## config.mk

```make
export PLATFORM = sky130hd
export DESIGN_NAME = dm_lsu
export DESIGN_NICKNAME = d
export VERILOG_FILES = /design/src/rtl/dm_lsu.sv
export SDC_FILE = /design/constraint.sdc
export NUM_CORES = 1
export LEC_CHECK = 0
export ABC_AREA = 0
export BUFFER_PORTS_ARGS = -buffer_cell sky130_fd_sc_hd__buf_2
export CAP_MARGIN = 20
export CELL_PAD_IN_SITES_DETAIL_PLACEMENT = 1
export CELL_PAD_IN_SITES_GLOBAL_PLACEMENT = 1
export CORE_UTILIZATION = 36
export DETAILED_ROUTE_END_ITERATION = 16
export GPL_ROUTABILITY_DRIVEN = 1
export PLACE_DENSITY_LB_ADDON = 0.3
export SLEW_MARGIN = 20
export SYNTH_ARGS = -nofsm -noshare
export SYNTH_HDL_FRONTEND = slang
export SYNTH_SLANG_ARGS = --single-unit
```

## constraint.sdc

```tcl
create_clock -name clock -period 2.2 [get_ports clock]
set_clock_uncertainty 0.05 [all_clocks]
set_input_delay 0.44 -clock clock [delete_from_list [all_inputs] [get_ports clock]]
set_output_delay 0.44 -clock clock [all_outputs]
set_load 0.01 [all_outputs]
```

## src/rtl/dm_lsu.sv

```systemverilog
// Load/store unit between the memory stage and the word-organised data memory dm.
// Optional feature: define LSU_MISALIGN_TRAP_EN to fault misaligned half/word requests.
module dm_lsu #(
    parameter int data_size    = 32,
    parameter int mem_size_bit = 12
) (
    input  logic                    clock,
    input  logic                    reset,
    input  logic                    req_valid,
    output logic                    req_ready,
    input  logic                    req_write,
    input  logic [1:0]              req_size,
    input  logic                    req_unsigned,
    input  logic [mem_size_bit-1:0] req_address,
    input  logic [data_size-1:0]    req_wdata,
    output logic                    resp_valid,
    output logic [data_size-1:0]    resp_rdata,
    output logic                    resp_fault,
    output logic                    DM_enable,
    output logic                    DM_read,
    output logic                    DM_write,
    output logic [mem_size_bit-1:0] DM_address,
    output logic [data_size-1:0]    DMin,
    input  logic [data_size-1:0]    DMout
);

    // state | meaning
    // IDLE  | ready for a request; response pulse is presented here
    // RD    | dm read strobe (load, or first half of a sub-word store)
    // CAP   | DMout valid: extract load data or merge store lane
    // WR    | dm write strobe with the full word in DMin
    typedef enum logic [1:0] {
        S_IDLE = 2'd0,
        S_RD   = 2'd1,
        S_CAP  = 2'd2,
        S_WR   = 2'd3
    } state_t;

    state_t r_state;
    state_t w_next;

    logic                    r_write;
    logic [1:0]              r_size;
    logic                    r_unsigned;
    logic [1:0]              r_lane;
    logic [mem_size_bit-1:0] r_addr;
    logic [data_size-1:0]    r_wdata;
    logic                    r_resp_valid;
    logic [data_size-1:0]    r_resp_rdata;

    logic                    w_done;
    logic                    w_misalign;
    logic [7:0]              w_byte;
    logic [15:0]             w_half;
    logic [data_size-1:0]    w_load;
    logic [data_size-1:0]    w_merged;

`ifdef LSU_MISALIGN_TRAP_EN
    logic r_resp_fault;

    assign w_misalign = ((req_size == 2'b01) && req_address[0]) ||
                        (req_size[1] && (req_address[1:0] != 2'b00));

    always_ff @(posedge clock) begin
        if (reset) begin
            r_resp_fault <= 1'b0;
        end else if ((r_state == S_IDLE) && req_valid) begin
            r_resp_fault <= w_misalign;
        end
    end

    assign resp_fault = r_resp_fault;
`else
    assign w_misalign = 1'b0;
    assign resp_fault = 1'b0;
`endif

    always_ff @(posedge clock) begin
        if (reset) begin
            r_state <= S_IDLE;
        end else begin
            r_state <= w_next;
        end
    end

    always_comb begin
        w_next    = r_state;
        req_ready = 1'b0;
        DM_enable = 1'b0;
        DM_read   = 1'b0;
        DM_write  = 1'b0;
        w_done    = 1'b0;
        case (r_state)
            S_IDLE: begin
                req_ready = 1'b1;
                if (req_valid) begin
                    if (w_misalign) begin
                        w_done = 1'b1;
                    end else if (req_write && req_size[1]) begin
                        w_next = S_WR;
                    end else begin
                        w_next = S_RD;
                    end
                end
            end
            S_RD: begin
                DM_enable = 1'b1;
                DM_read   = 1'b1;
                w_next    = S_CAP;
            end
            S_CAP: begin
                if (r_write) begin
                    w_next = S_WR;
                end else begin
                    w_next = S_IDLE;
                    w_done = 1'b1;
                end
            end
            S_WR: begin
                DM_enable = 1'b1;
                DM_write  = 1'b1;
                w_next    = S_IDLE;
                w_done    = 1'b1;
            end
            default: w_next = S_IDLE;
        endcase
    end

    // Lane extraction and sign/zero extension of the returned word.
    always_comb begin
        case (r_lane)
            2'd0:    w_byte = DMout[7:0];
            2'd1:    w_byte = DMout[15:8];
            2'd2:    w_byte = DMout[23:16];
            default: w_byte = DMout[31:24];
        endcase
        w_half = r_lane[1] ? DMout[31:16] : DMout[15:0];
        case (r_size)
            2'b00:   w_load = {{(data_size-8){w_byte[7] & ~r_unsigned}}, w_byte};
            2'b01:   w_load = {{(data_size-16){w_half[15] & ~r_unsigned}}, w_half};
            default: w_load = DMout;
        endcase
    end

    // Read-modify-write merge: only the addressed lane takes store data.
    always_comb begin
        w_merged = DMout;
        case (r_size)
            2'b00: begin
                case (r_lane)
                    2'd0:    w_merged[7:0]   = r_wdata[7:0];
                    2'd1:    w_merged[15:8]  = r_wdata[7:0];
                    2'd2:    w_merged[23:16] = r_wdata[7:0];
                    default: w_merged[31:24] = r_wdata[7:0];
                endcase
            end
            2'b01: begin
                if (r_lane[1]) begin
                    w_merged[31:16] = r_wdata[15:0];
                end else begin
                    w_merged[15:0] = r_wdata[15:0];
                end
            end
            default: w_merged = r_wdata;
        endcase
    end

    always_ff @(posedge clock) begin
        if (reset) begin
            r_write      <= 1'b0;
            r_size       <= 2'b00;
            r_unsigned   <= 1'b0;
            r_lane       <= 2'b00;
            r_addr       <= '0;
            r_wdata      <= '0;
            r_resp_valid <= 1'b0;
            r_resp_rdata <= '0;
        end else begin
            r_resp_valid <= w_done;
            case (r_state)
                S_IDLE: begin
                    if (req_valid) begin
                        r_write    <= req_write;
                        r_size     <= req_size;
                        r_unsigned <= req_unsigned;
                        r_lane     <= req_address[1:0];
                        r_addr     <= {req_address[mem_size_bit-1:2], 2'b00};
                        r_wdata    <= req_wdata;
                        if (w_misalign) begin
                            r_resp_rdata <= '0;
                        end
                    end
                end
                S_CAP: begin
                    if (r_write) begin
                        r_wdata <= w_merged;
                    end else begin
                        r_resp_rdata <= w_load;
                    end
                end
                S_WR: begin
                    r_resp_rdata <= '0;
                end
                default: ;
            endcase
        end
    end

    assign resp_valid = r_resp_valid;
    assign resp_rdata = r_resp_rdata;
    assign DM_address = r_addr;
    assign DMin       = r_wdata;

endmodule
```

; After elaboration in Yosys (flattened, before gate mapping)
; Index checks and enable logic that the tools add are counted.
[classes]
muxes = 25
n_eq_ne = 12
reduce_logical = 13
n_bitwise = 3
[ops]
columns = op, n
row1 = $pmux W32 S2, 4
row2 = $mux W32, 3
row3 = $mux W16, 3
row4 = $mux W8, 4
row5 = $pmux W8 S3, 1
row6 = $pmux W2 S4, 1
row7 = $eq A2 B1 Y1 const B, 3
row8 = $eq A2 B2 Y1 const B, 3
row9 = $logic_not A2 Y1, 3
row10 = $mux W2, 3
row11 = $ne A2 B2 Y1 const B, 3
row12 = $ne A3 B3 Y1 const B, 2
row13 = $reduce_and A6 Y1, 1
row14 = $mux W1, 5
row15 = $reduce_and A5 Y1, 1
row16 = $reduce_and A2 Y1, 2
row17 = $reduce_and A4 Y1, 1
row18 = $reduce_bool A2 Y1, 2
row19 = $ne A3 B1 Y1 const B, 1
row20 = $reduce_or A3 Y1, 1
row21 = $and A1 B1 Y1, 2
row22 = $pmux W1 S2, 1
row23 = $reduce_or A2 Y1, 1
row24 = $logic_and A1 B1 Y1, 1
row25 = $not A1 Y1, 1
[word_totals]
reg_bits = 83
word_cells = 64
out_inout_bits = 82

; Longest topological paths before layout
[logic_depth]
depth_word = 6
depth_mapped = 7
depth_no_buf = 4

; Worst setup path after synthesis
; No wires, ideal clock.
[synth_timing]
path_kind = input to register
startpoint = input reset
endpoint = register r_resp_rdata[7], in the netlist resp_rdata[7]
setup_ns = 0.074
path_slack_ns = 0.355
arrival_time_ns = 1.721
t_required_ns = 2.076
path_stages = 7
path_cell_list = clkbuf_1 -> nor4b_2 -> and2_0 -> buf_2 -> buf_2 -> a22oi_1 -> o21ai_0
[synth_lines]
columns = element, line_no
row1 = from (decl), 8  ; input logic reset,
row2 = to (signal assigned), 198  ; r_resp_rdata <= w_load;
row3 = to (decl), 49  ; logic [data_size-1:0] r_resp_rdata;

; Worst setup path after layout
[layout_timing]
startpoint = register r_size[1]
endpoint = register r_wdata[14], in the netlist DMin[14]
[layout_via]
elab_chain_len = 4
word_cells_on_any_way = 8
[layout_lines]
columns = element, line_no
row1 = from (decl), 43  ; logic [1:0] r_size;
row2 = from (signal assigned), 184  ; r_size <= req_size;
row3 = $eq A2 B1 Y1 or $logic_not A2 Y1 (tied branches), 148  ; case (r_size)
row4 = $pmux W32 S2, 148
row5 = $mux W32, 195  ; if (r_write) begin
row6 = $pmux W32 S2, 180  ; case (r_state)
row7 = to (signal assigned), 188  ; r_wdata <= req_wdata;
row8 = to (signal assigned), 196  ; r_wdata <= w_merged;
row9 = to (decl), 47  ; logic [data_size-1:0] r_wdata;
; Parallel ways exist; a longest one is shown, timed or not. The select of a mux whose other input is x is not followed.
; A chain may end at the register's enable or synchronous reset.

==> results.yml <==
sta:
  timing.final.crit_share_pct: 92.5
  relSlewSlack_pct: 55.2
  worstMarginPinSlew_ns: 0.672
  fin_ws_ns: 0.166
  period_minus_slack_ns: 2.03
  finalHoldViolCount: 0
  tns_ns: 0
  setup_viol: 0
  clock.fmax_ghz: 0.492
  drv_slew: 0
  hold-worst-slack_ns: 0.278
  rsz0062_at_grt: "false"
global_routing:
  grt_max_degree: 63
  grt-ovfl-total: 0
  grt_usage_pct: 26.2
  grt_pass1_wl_um: 25600
  antenna_found_initial: 0
  grt_pass1_vias: 4673
clock_tree:
  cts_hold_buf: 0
  cts_root_buf: "clkbuf_16"
  cts_tree: "done"
  cts_buffers: 9
  clock-sinks: 83
  clk_pin_slew_ns: 0.06
  ctsLongestPathBuffers: 2
  htreeDepth: 3
  worstSkewPairLatency_ns: 0.34
setup_path:
  cp-endpoint: "DMin[14]"
  r2r_end: "DMin[14]"
  startpoint: "r_size[1]"
  worst_ep_arrival_time_ns: 2.27
  reg2reg_depth: 4
  crit_path_start_kind: "flop"
  path_max_fanout: 18
  critPathRequiredTime_ns: 2.44
  worstSetupEndpointType: "flop"
  critPathKind: "flop to flop"
  r2r-start: "r_size[1]"
  reg2reg_slack_ns: 0.17
floorplanning:
  io-pin-count: 165
  die_area_um2: 12700
  initial_core_util_pct: 36.9
  rows: 40
  die_width_um: 113
  core_um2: 12000
  die_h_um: 113
layout:
  multiInputGateArea_um2: 2510
  antenna_cells: 0
  seqCellArea_um2: 1660
  final_cell_mix: "buf_2 (161), dfxtp_1 (83), nand2_1 (71)"
  final_common_cell: "buf_2"
  fin_nets: 741
  drive_above_1_share_pct: 32.6
  area_growth_pct: 28.6
  fillers: 1462
detailed_routing:
  wirelength_um: 16500
  wl_per_cell_um: 20.5
  num_vias: 4744
  drc_errors: 1
  drt_iter0_drc: 328
  postRouteAntennaNets: 0
  drt_pass1_iterations: 12
  routed_via_density: 5.86
yosys:
  yosysUniqueCellTypes: 57
  synth_enable_flop_cells: 0
  yosysWarnings: 0
  ys.flop_type: "dfxtp_1"
  synth-seq-cells: 83
  synth_area_per_cell_um2: 8.61
  synth_area_um2: 4430
  synthCells: 514
  yosysSeqAreaShare_pct: 37.5
  async_flop_share_pct: 0
placed_design:
  io_buffers: 161
  place.gp.congestion: 0.859
  preCtsSetupSlack_ns: -0.0520
  dp_hpwl_um: 12400
min_path:
  min-delay-path-class: "input port to flop"
  min_from: "req_address[2]"
power:
  peakVddDrop_uv: 427
  power_density_nw_per_um2: 766
  p_leak_uw: 0.00251
flow_run:
  max_cap_viol_count: 0
status:
  violations: "DRC"
  status: "complete, but fails checks"
worst max-delay path, stage by stage, from the launching register on:
cell and delay, ns:
dfxtp_1 0.51, nor4b_4 0.53, nand2_1 0.10, a21oi_1 0.57, a22o_1 0.22
flip-flops by register name, summed over array words and instances (netlist names):
| signal | count |
|---|---|
| r_lane | 2 |
| DMin | 32 |
| r_write | 1 |
| r_state | 2 |
| r_unsigned | 1 |
| DM_address | 10 |
| r_size | 2 |
| resp_valid | 1 |
| resp_rdata | 32 |
final cells by class:
class                   instances  share of cell area (%)
flip-flops and latches         83                    29.2
repair buffers                187                    17.8
clock inverters                 4                    1.30
clock buffers                  11                    4.26
well taps                     147                    3.23
inverters                       3                   0.198
multi-input cells             374                    44.0
kinds of logic after synthesis:
logic type / Yosys count / share of synthesized area, %
compound gates: 156 / 27.6
flops: 83 / 37.5
other cells: 1 / 0.0847
buf+inv: 59 / 6.10
mux: 13 / 3.28
simple gates: 202 / 25.5
through the flow:
stage	util (%)	cell area, um^2	power [uW]	cells
floorplan	-	4440	2330	516
global placement	44.6	5360	2710	793
detailed placement	44.6	5360	2750	793
CTS	47.2	5670	4380	808
global route	47.4	5690	4540	809
finish	47.4	5690	4360	809
Yosys cell counts (all sizes together), types with 2 or more instances:
cell | count | area, um^2
nand2 | 73 | 279
inv | 2 | 7.51
a22oi | 10 | 88.8
dfxtp | 83 | 1660
o31ai | 6 | 45.0
o221ai | 16 | 140
a221o | 23 | 230
clkbuf | 29 | 109
nand3b | 8 | 60.1
nand2b | 36 | 233
nand4b | 16 | 140
mux2i | 10 | 100
nor4b | 2 | 38.8
o41ai | 7 | 61.3
or3 | 7 | 43.8
a32o | 7 | 70.1
mux2 | 2 | 22.5
and2 | 3 | 18.8
and3 | 6 | 37.5
and3b | 6 | 52.6
o2111ai | 7 | 61.3
buf | 27 | 150
nor2b | 5 | 31.3
nor2 | 19 | 71.3
a21oi | 28 | 140
nand3 | 16 | 80.1
a311oi | 8 | 70.1
a221oi | 2 | 35.0
a211o | 6 | 52.6
o21ai | 27 | 135
report_power, final:
group	internal, uW	switching [uW]
registers	1640	130
clock network	1020	616
logic	392	561
total	3050	1310
how the worst min path moves through the flow:
stage	to	slack, ns	depth (start not counted)
detailed placement	resp_rdata[0]	0.40	2
finish	DM_address[2]	0.28	3
global route	DM_address[8]	0.28	3
global placement	DM_address[11]	0.39	2
CTS	DM_address[2]	0.27	3
floorplan	r_unsigned	0.43	2
timing repair:
action / CTS / global route
resized for setup: 0 / 0
endpoints found under the hold margin: 0 / 0
setup endpoints to repair: 0 / 16
buffers inserted: 0 / 1
metal layers:
metal	wire [um]	global-route usage (%)
met5	0	0
met4	428	11.5
met3	1210	5.62
met2	7600	40.5
met1	7310	35.3
Power figures use the tool's default switching activity.
